--- src/rtl/draw_bg_starfield_if.sv ---
// VGA timing/colour bundle shared by the drawing pipeline stages.
// The "in" view omits rgb because background generators ignore upstream colour.
interface vga_if;
    logic [10:0] hcount;
    logic [10:0] vcount;
    logic        hsync;
    logic        vsync;
    logic        hblnk;
    logic        vblnk;
    logic [11:0] rgb;

    modport in  (input  hcount, vcount, hsync, vsync, hblnk, vblnk);
    modport out (output hcount, vcount, hsync, vsync, hblnk, vblnk, rgb);
endinterface

--- src/rtl/draw_bg_starfield.sv ---
// Parallax starfield background: per-layer hashed star test with per-frame downward scroll.
// Two-stage pipeline; vga_out timing is vga_in delayed by exactly two clocks.
module draw_bg_starfield #(
    parameter int          LAYERS        = 3,
    parameter int          DENSITY_BITS  = 6,
    parameter logic [11:0] BLANK_RGB     = 12'h8_8_8,
    parameter logic [11:0] BG_RGB        = 12'h0_0_1,
    parameter logic [11:0] STAR_RGB_NEAR = 12'hf_f_f,
    parameter logic [11:0] STAR_RGB_FAR  = 12'h6_6_8
) (
    input  logic clk,
    input  logic rst,
    input  logic scroll_en,
    vga_if.in    vga_in,
    vga_if.out   vga_out
);

    // Top DENSITY_BITS bits set; zero width yields an empty mask, so every pixel is lit.
    localparam logic [15:0] DENSITY_MASK = 16'(32'h0000_FFFF << (16 - DENSITY_BITS));

    function automatic logic [15:0] layer_seed(input int k);
        logic [31:0] dbl;
        dbl = {16'hA5C3, 16'hA5C3} << ((4 * k) % 16);
        return dbl[31:16];
    endfunction

    logic        r_vblnk_prev;
    logic [9:0]  r_off [LAYERS];

    logic [15:0] r_s1_v [LAYERS];
    logic [10:0] r_s1_hcount;
    logic [10:0] r_s1_vcount;
    logic        r_s1_hsync;
    logic        r_s1_vsync;
    logic        r_s1_hblnk;
    logic        r_s1_vblnk;

    logic [10:0] r_s2_hcount;
    logic [10:0] r_s2_vcount;
    logic        r_s2_hsync;
    logic        r_s2_vsync;
    logic        r_s2_hblnk;
    logic        r_s2_vblnk;
    logic [11:0] r_s2_rgb;

    logic              w_tick;
    logic [15:0]       w_v [LAYERS];
    logic [LAYERS-1:0] w_lit;
    logic [11:0]       w_rgb;

    assign w_tick = vga_in.vblnk & ~r_vblnk_prev;

    for (genvar g = 0; g < LAYERS; g++) begin : g_layer
        logic [7:0]  w_y;
        logic [15:0] w_m1;
        logic [15:0] w_m2;

        // Only the low 8 bits of y feed the hash, so the 10-bit subtraction is not needed.
        assign w_y      = vga_in.vcount[7:0] - r_off[g][7:0];
        assign w_v[g]   = {w_y, vga_in.hcount[7:0]} ^ layer_seed(g);
        assign w_m1     = r_s1_v[g] ^ (r_s1_v[g] >> 7);
        assign w_m2     = w_m1 ^ (w_m1 << 9);
        assign w_lit[g] = (w_m2 & DENSITY_MASK) == DENSITY_MASK;
    end

    // Ascending scan so the highest-index (nearest) lit layer wins.
    always_comb begin
        w_rgb = BG_RGB;
        for (int k = 0; k < LAYERS; k++) begin
            if (w_lit[k]) begin
                w_rgb = (k == LAYERS - 1) ? STAR_RGB_NEAR : STAR_RGB_FAR;
            end
        end
        if (r_s1_hblnk | r_s1_vblnk) begin
            w_rgb = BLANK_RGB;
        end
    end

    always_ff @(posedge clk) begin
        if (rst) begin
            r_vblnk_prev <= 1'b0;
            for (int k = 0; k < LAYERS; k++) begin
                r_off[k]  <= '0;
                r_s1_v[k] <= '0;
            end
            r_s1_hcount <= '0;
            r_s1_vcount <= '0;
            r_s1_hsync  <= 1'b0;
            r_s1_vsync  <= 1'b0;
            r_s1_hblnk  <= 1'b0;
            r_s1_vblnk  <= 1'b0;
            r_s2_hcount <= '0;
            r_s2_vcount <= '0;
            r_s2_hsync  <= 1'b0;
            r_s2_vsync  <= 1'b0;
            r_s2_hblnk  <= 1'b0;
            r_s2_vblnk  <= 1'b0;
            r_s2_rgb    <= '0;
        end else begin
            r_vblnk_prev <= vga_in.vblnk;
            for (int k = 0; k < LAYERS; k++) begin
                if (w_tick && scroll_en) begin
                    r_off[k] <= r_off[k] + 10'(k + 1);
                end
                r_s1_v[k] <= w_v[k];
            end
            r_s1_hcount <= vga_in.hcount;
            r_s1_vcount <= vga_in.vcount;
            r_s1_hsync  <= vga_in.hsync;
            r_s1_vsync  <= vga_in.vsync;
            r_s1_hblnk  <= vga_in.hblnk;
            r_s1_vblnk  <= vga_in.vblnk;
            r_s2_hcount <= r_s1_hcount;
            r_s2_vcount <= r_s1_vcount;
            r_s2_hsync  <= r_s1_hsync;
            r_s2_vsync  <= r_s1_vsync;
            r_s2_hblnk  <= r_s1_hblnk;
            r_s2_vblnk  <= r_s1_vblnk;
            r_s2_rgb    <= w_rgb;
        end
    end

    assign vga_out.hcount = r_s2_hcount;
    assign vga_out.vcount = r_s2_vcount;
    assign vga_out.hsync  = r_s2_hsync;
    assign vga_out.vsync  = r_s2_vsync;
    assign vga_out.hblnk  = r_s2_hblnk;
    assign vga_out.vblnk  = r_s2_vblnk;
    assign vga_out.rgb    = r_s2_rgb;

endmodule

--- src/flat_wrapper.sv ---
// flat-port wrapper written by rule: the top's interface ports become plain ports
module draw_bg_starfield_flat 
#(
    parameter int          LAYERS        = 3,
    parameter int          DENSITY_BITS  = 6,
    parameter logic [11:0] BLANK_RGB     = 12'h8_8_8,
    parameter logic [11:0] BG_RGB        = 12'h0_0_1,
    parameter logic [11:0] STAR_RGB_NEAR = 12'hf_f_f,
    parameter logic [11:0] STAR_RGB_FAR  = 12'h6_6_8
)
  (clk, rst, scroll_en, vga_in_hcount, vga_in_vcount, vga_in_hsync, vga_in_vsync, vga_in_hblnk, vga_in_vblnk, vga_out_hcount, vga_out_vcount, vga_out_hsync, vga_out_vsync, vga_out_hblnk, vga_out_vblnk, vga_out_rgb);
  vga_if vga_in_i ();
  vga_if vga_out_i ();
  input  logic clk;
  input  logic rst;
  input  logic scroll_en;
  input wire logic [$bits(vga_in_i.hcount)-1:0] vga_in_hcount;
  input wire logic [$bits(vga_in_i.vcount)-1:0] vga_in_vcount;
  input wire logic [$bits(vga_in_i.hsync)-1:0] vga_in_hsync;
  input wire logic [$bits(vga_in_i.vsync)-1:0] vga_in_vsync;
  input wire logic [$bits(vga_in_i.hblnk)-1:0] vga_in_hblnk;
  input wire logic [$bits(vga_in_i.vblnk)-1:0] vga_in_vblnk;
  output wire logic [$bits(vga_out_i.hcount)-1:0] vga_out_hcount;
  output wire logic [$bits(vga_out_i.vcount)-1:0] vga_out_vcount;
  output wire logic [$bits(vga_out_i.hsync)-1:0] vga_out_hsync;
  output wire logic [$bits(vga_out_i.vsync)-1:0] vga_out_vsync;
  output wire logic [$bits(vga_out_i.hblnk)-1:0] vga_out_hblnk;
  output wire logic [$bits(vga_out_i.vblnk)-1:0] vga_out_vblnk;
  output wire logic [$bits(vga_out_i.rgb)-1:0] vga_out_rgb;
  assign vga_in_i.hcount = vga_in_hcount;
  assign vga_in_i.vcount = vga_in_vcount;
  assign vga_in_i.hsync = vga_in_hsync;
  assign vga_in_i.vsync = vga_in_vsync;
  assign vga_in_i.hblnk = vga_in_hblnk;
  assign vga_in_i.vblnk = vga_in_vblnk;
  assign vga_out_hcount = vga_out_i.hcount;
  assign vga_out_vcount = vga_out_i.vcount;
  assign vga_out_hsync = vga_out_i.hsync;
  assign vga_out_vsync = vga_out_i.vsync;
  assign vga_out_hblnk = vga_out_i.hblnk;
  assign vga_out_vblnk = vga_out_i.vblnk;
  assign vga_out_rgb = vga_out_i.rgb;
  draw_bg_starfield #(.LAYERS(LAYERS), .DENSITY_BITS(DENSITY_BITS), .BLANK_RGB(BLANK_RGB), .BG_RGB(BG_RGB), .STAR_RGB_NEAR(STAR_RGB_NEAR), .STAR_RGB_FAR(STAR_RGB_FAR)) u_core (.clk(clk), .rst(rst), .scroll_en(scroll_en), .vga_in(vga_in_i), .vga_out(vga_out_i));
endmodule
--- config.mk ---
export PLATFORM = sky130hd
export DESIGN_NAME = draw_bg_starfield_flat
export DESIGN_NICKNAME = d
export VERILOG_FILES = /design/src/rtl/draw_bg_starfield_if.sv /design/src/rtl/draw_bg_starfield.sv /design/src/flat_wrapper.sv
export SDC_FILE = /design/constraint.sdc
export NUM_CORES = 1
export LEC_CHECK = 0
export BUFFER_PORTS_ARGS = -buffer_cell sky130_fd_sc_hd__buf_2
export CAP_MARGIN = 5
export CORE_MARGIN = 2
export CORE_UTILIZATION = 61
export CTS_CLUSTER_SIZE = 40
export DETAILED_ROUTE_END_ITERATION = 12
export MAX_ROUTING_LAYER = met4
export PLACE_DENSITY = 0.87
export REMOVE_ABC_BUFFERS = 1
export SLEW_MARGIN = 20
export SYNTH_ARGS = -nofsm -noshare
export SYNTH_HDL_FRONTEND = slang
export SYNTH_SLANG_ARGS = --single-unit
--- constraint.sdc ---
create_clock -name clk -period 4.2 [get_ports clk]
set_input_delay 0.21 -clock clk [delete_from_list [all_inputs] [get_ports clk]]
set_output_delay 0.21 -clock clk [all_outputs]
set_load 0.005 [all_outputs]
==> run_results.csv <==
group,metric,value,unit
finish,multi_input_area,0.00195,mm^2
synthesis,synth_area_leaders,"dfxtp_1, edfxtp_1, nor2b_1",
route,wl_per_cell,14.2,um
finish,nFillCells,508,
worst_setup_path,crit_type,"flop to flop",
power,pwr-share-clk,0.301,
placed_design,place_inst,593,
global_route,antenna_found_initial,0,
power,power.internal,1.54,mW
hold_path,min_from,"vga_in_hcount[7]",
finish,drive_gt1_frac,0.180,
power,comb_power_share,0.149,
worst_setup_path,endpoint_kind,"flop",
power,seq_power_share,0.550,
global_route,grt_max_degree,88,
hold_path,hold_path.class,"input port to flop",
synthesis,ys_warn_count,0,
die,coreArea,0.00725,mm^2
finish,layout-area-overhead-vs-synth,14.2,%
worst_setup_path,cp-startpoint,"u_core.r_off[0][0]",
global_route,grt_pass1_vias,3193,
power,p_sw,614,uW
worst_setup_path,worst_ep_arrival_time,2.42,ns
run,drv_cap,0,
finish,final_cells,616,
route,postRouteAntennaNets,0,
timing,finClkSkew,0.0204,ns
timing,finalCritPeriodShare,0.517,
route,drt-initial-drc-count,145,
timing,setup_viol,0,
worst_setup_path,crit_path_start_kind,"flop",
synthesis,yosysMostFrequentCell,"dfxtp_1",
status,status,"completed",
route,drtPass1Iterations,4,
synthesis,syn_inst,446,
finish,regArea,0.00241,mm^2
die,die_w,90.7,um
clock_network,cts.clk_slew.worst_paths,0.12,ns
synthesis,syn_area,0.00458,mm^2
synthesis,netlist.area_leader.share,0.376,
route,via_per_inst,5.12,
power,p_leak,2.25,nW
clock_network,hold_buffers,5,
synthesis,synth_top_area_cell,"dfxtp_1",
synthesis,ys_ff_latch,109,
finish,design_area,0.00523,mm^2
global_route,grt-ovfl-total,0,
timing,timing_hold_violations_final,0,
synthesis,async_reset_ff_frac,0,
synthesis,seq_area_frac_synth,0.526,
synthesis,synth-edff-count,23,
timing,slew_headroom,0.305,
clock_network,clock_path_buffers,2,
die,die_h,90.7,um
die,rows,31,
placed_design,hpwl,6.19,mm
synthesis,synth_common_cells,"dfxtp_1, nor2b_1, nor2_1, xnor2_1, inv_1",
clock_network,htreeDepth,3,
route,route.detailed.drc,0,
finish,antenna_cells,0,
power,ir_worst_vdd,0.174,mV
power,powerDensity,411,mW/mm^2
timing,layout_min_cycle_time,2.17,ns
timing,fmax,460,MHz
worst_setup_path,r2r_start,"u_core.r_off[0][0]",
timing,tightestPinTransition,1.04,ns
worst_setup_path,path_max_fanout,5,
clock_network,cts-root-buf,"clkbuf_8",
placed_design,portBuffers,66,
power,switching_share,0.286,
placed_design,gp_congestion,0.882,
clock_network,cts_tree,"done",
finish,nNetsFinal,567,
placed_design,dpl_cell_area,0.00495,mm^2
route,vias,3156,
synthesis,synth.distinct_cells,38,
timing,drv_slew,0,
timing,finalSetupTns,0,ns
timing,rsz0062_at_grt,"false",
clock_network,postCtsSetupBuffers,0,
worst_setup_path,required,4.45,ns
global_route,grt_pass1_wl,14.6,mm
clock_network,insertion_delay,0.40,ns
die,dieArea,0.00822,mm^2
synthesis,synthFlopType,"dfxtp_1",
finish,postLayoutCoreUtil,0.721,
global_route,grt_use_total,0.234,
die,pin_count,67,
clock_network,cts_resized,0,
route,totalWireLength,8.76,mm
clock_network,cts_buffers,9,
synthesis,avgSynthCellArea,10.3,um^2
die,initial_core_util,0.632,
clock_network,clock_sinks,109,
[through the flow]
step	setup slack (ns)	total power, mW	hold WS (ns)
global route	1.90	2.25	0.0142
CTS	2.05	2.16	0.000605
global placement	2.23	1.49	0.382
finish	2.03	2.15	0.0154
floorplan	2.32	1.41	0.276
detailed placement	2.07	1.51	0.382
[power by group through the flow]
stage | clock network, mW | logic (mW) | registers, mW
after floorplan | 0 | 0.216 | 1.20
after global placement | 0 | 0.290 | 1.20
after detailed placement | 0 | 0.308 | 1.21
after CTS | 0.656 | 0.318 | 1.18
after global routing | 0.701 | 0.358 | 1.19
final | 0.648 | 0.321 | 1.18
[cells in the final DEF (no fill, tap or decap), types with 9 or more instances in the layout]
cell type	instances
dfxtp_1	86
o21ai_1	9
xnor2_1	41
a21oi_1	11
nor3_1	9
xor2_1	12
nor2b_1	58
inv_1	27
edfxtp_1	23
ha_1	23
buf_2	66
nor2_1	54
clkbuf_8	9
nand3_1	12
[layout make-up]
class,instances,area share
inverter,32,0.0230
clock inverter,7,0.0175
clock buffer,9,0.0237
tap,99,0.0237
multi-input combinational,286,0.373
timing repair buffer,74,0.0780
sequential,109,0.461
[worst max-delay path, cell delays in order (launching register included)]
cell and delay, ns:
edfxtp_1 0.45, ha_1 0.20, inv_1 0.05, fa_1 0.40
a21o_1 0.19, a21oi_1 0.25, o21ai_1 0.10, a21oi_1 0.18
xor2_1 0.16, nor2_1 0.06
[per-layer routing]
layer | part of all wire | vias to the layer above | wire length [um] | global-route usage
li1 | - | 1572 | - | -
met1 | 0.41 | 1465 | 3580 | 0.254
met2 | 0.51 | 86 | 4460 | 0.400
met3 | 0.039 | 33 | 344 | 0.0409
met4 | 0.043 | 0 | 376 | 0.141
met5 | 0 | - | 0 | -
[cells by family after synthesis]
logic type	count (synthesis)	synth area share
DFF	109	0.526
adders and majority gates	26	0.0759
buffers and inverters	51	0.0475
AOI/OAI and AO/OA	43	0.0617
and+or+nand+nor	163	0.185
muxes	1	0.00246
xor gates and xnor gates	53	0.101
[worst paths after layout]
kind	to	slack [ns]	depth (start not counted)
min reg2reg	u_core.vga_out.vcount[6]	0.45	1
max reg2reg	u_core.r_s1_v[0][14]	2.03	9
max	u_core.r_s1_v[0][14]	2.03	9
min	u_core.r_s1_hcount[7]	0.02	2
[state kept, by name (all words and copies together), names as in the netlist]
register	flops
u_core.r_s1_vcount	11
u_core.r_s1_hblnk	1
u_core.vga_out.vblnk	1
u_core.r_s1_hsync	1
u_core.vga_out.vsync	1
u_core.vga_out.hsync	1
u_core.r_vblnk_prev	1
u_core.r_s1_vsync	1
u_core.r_off	23
u_core.r_s1_v	29
u_core.vga_out.rgb	5
u_core.vga_out.hcount	11
u_core.vga_out.vcount	11
u_core.r_s1_hcount	11
u_core.vga_out.hblnk	1
Note: power is estimated with default switching activity, not from simulation.
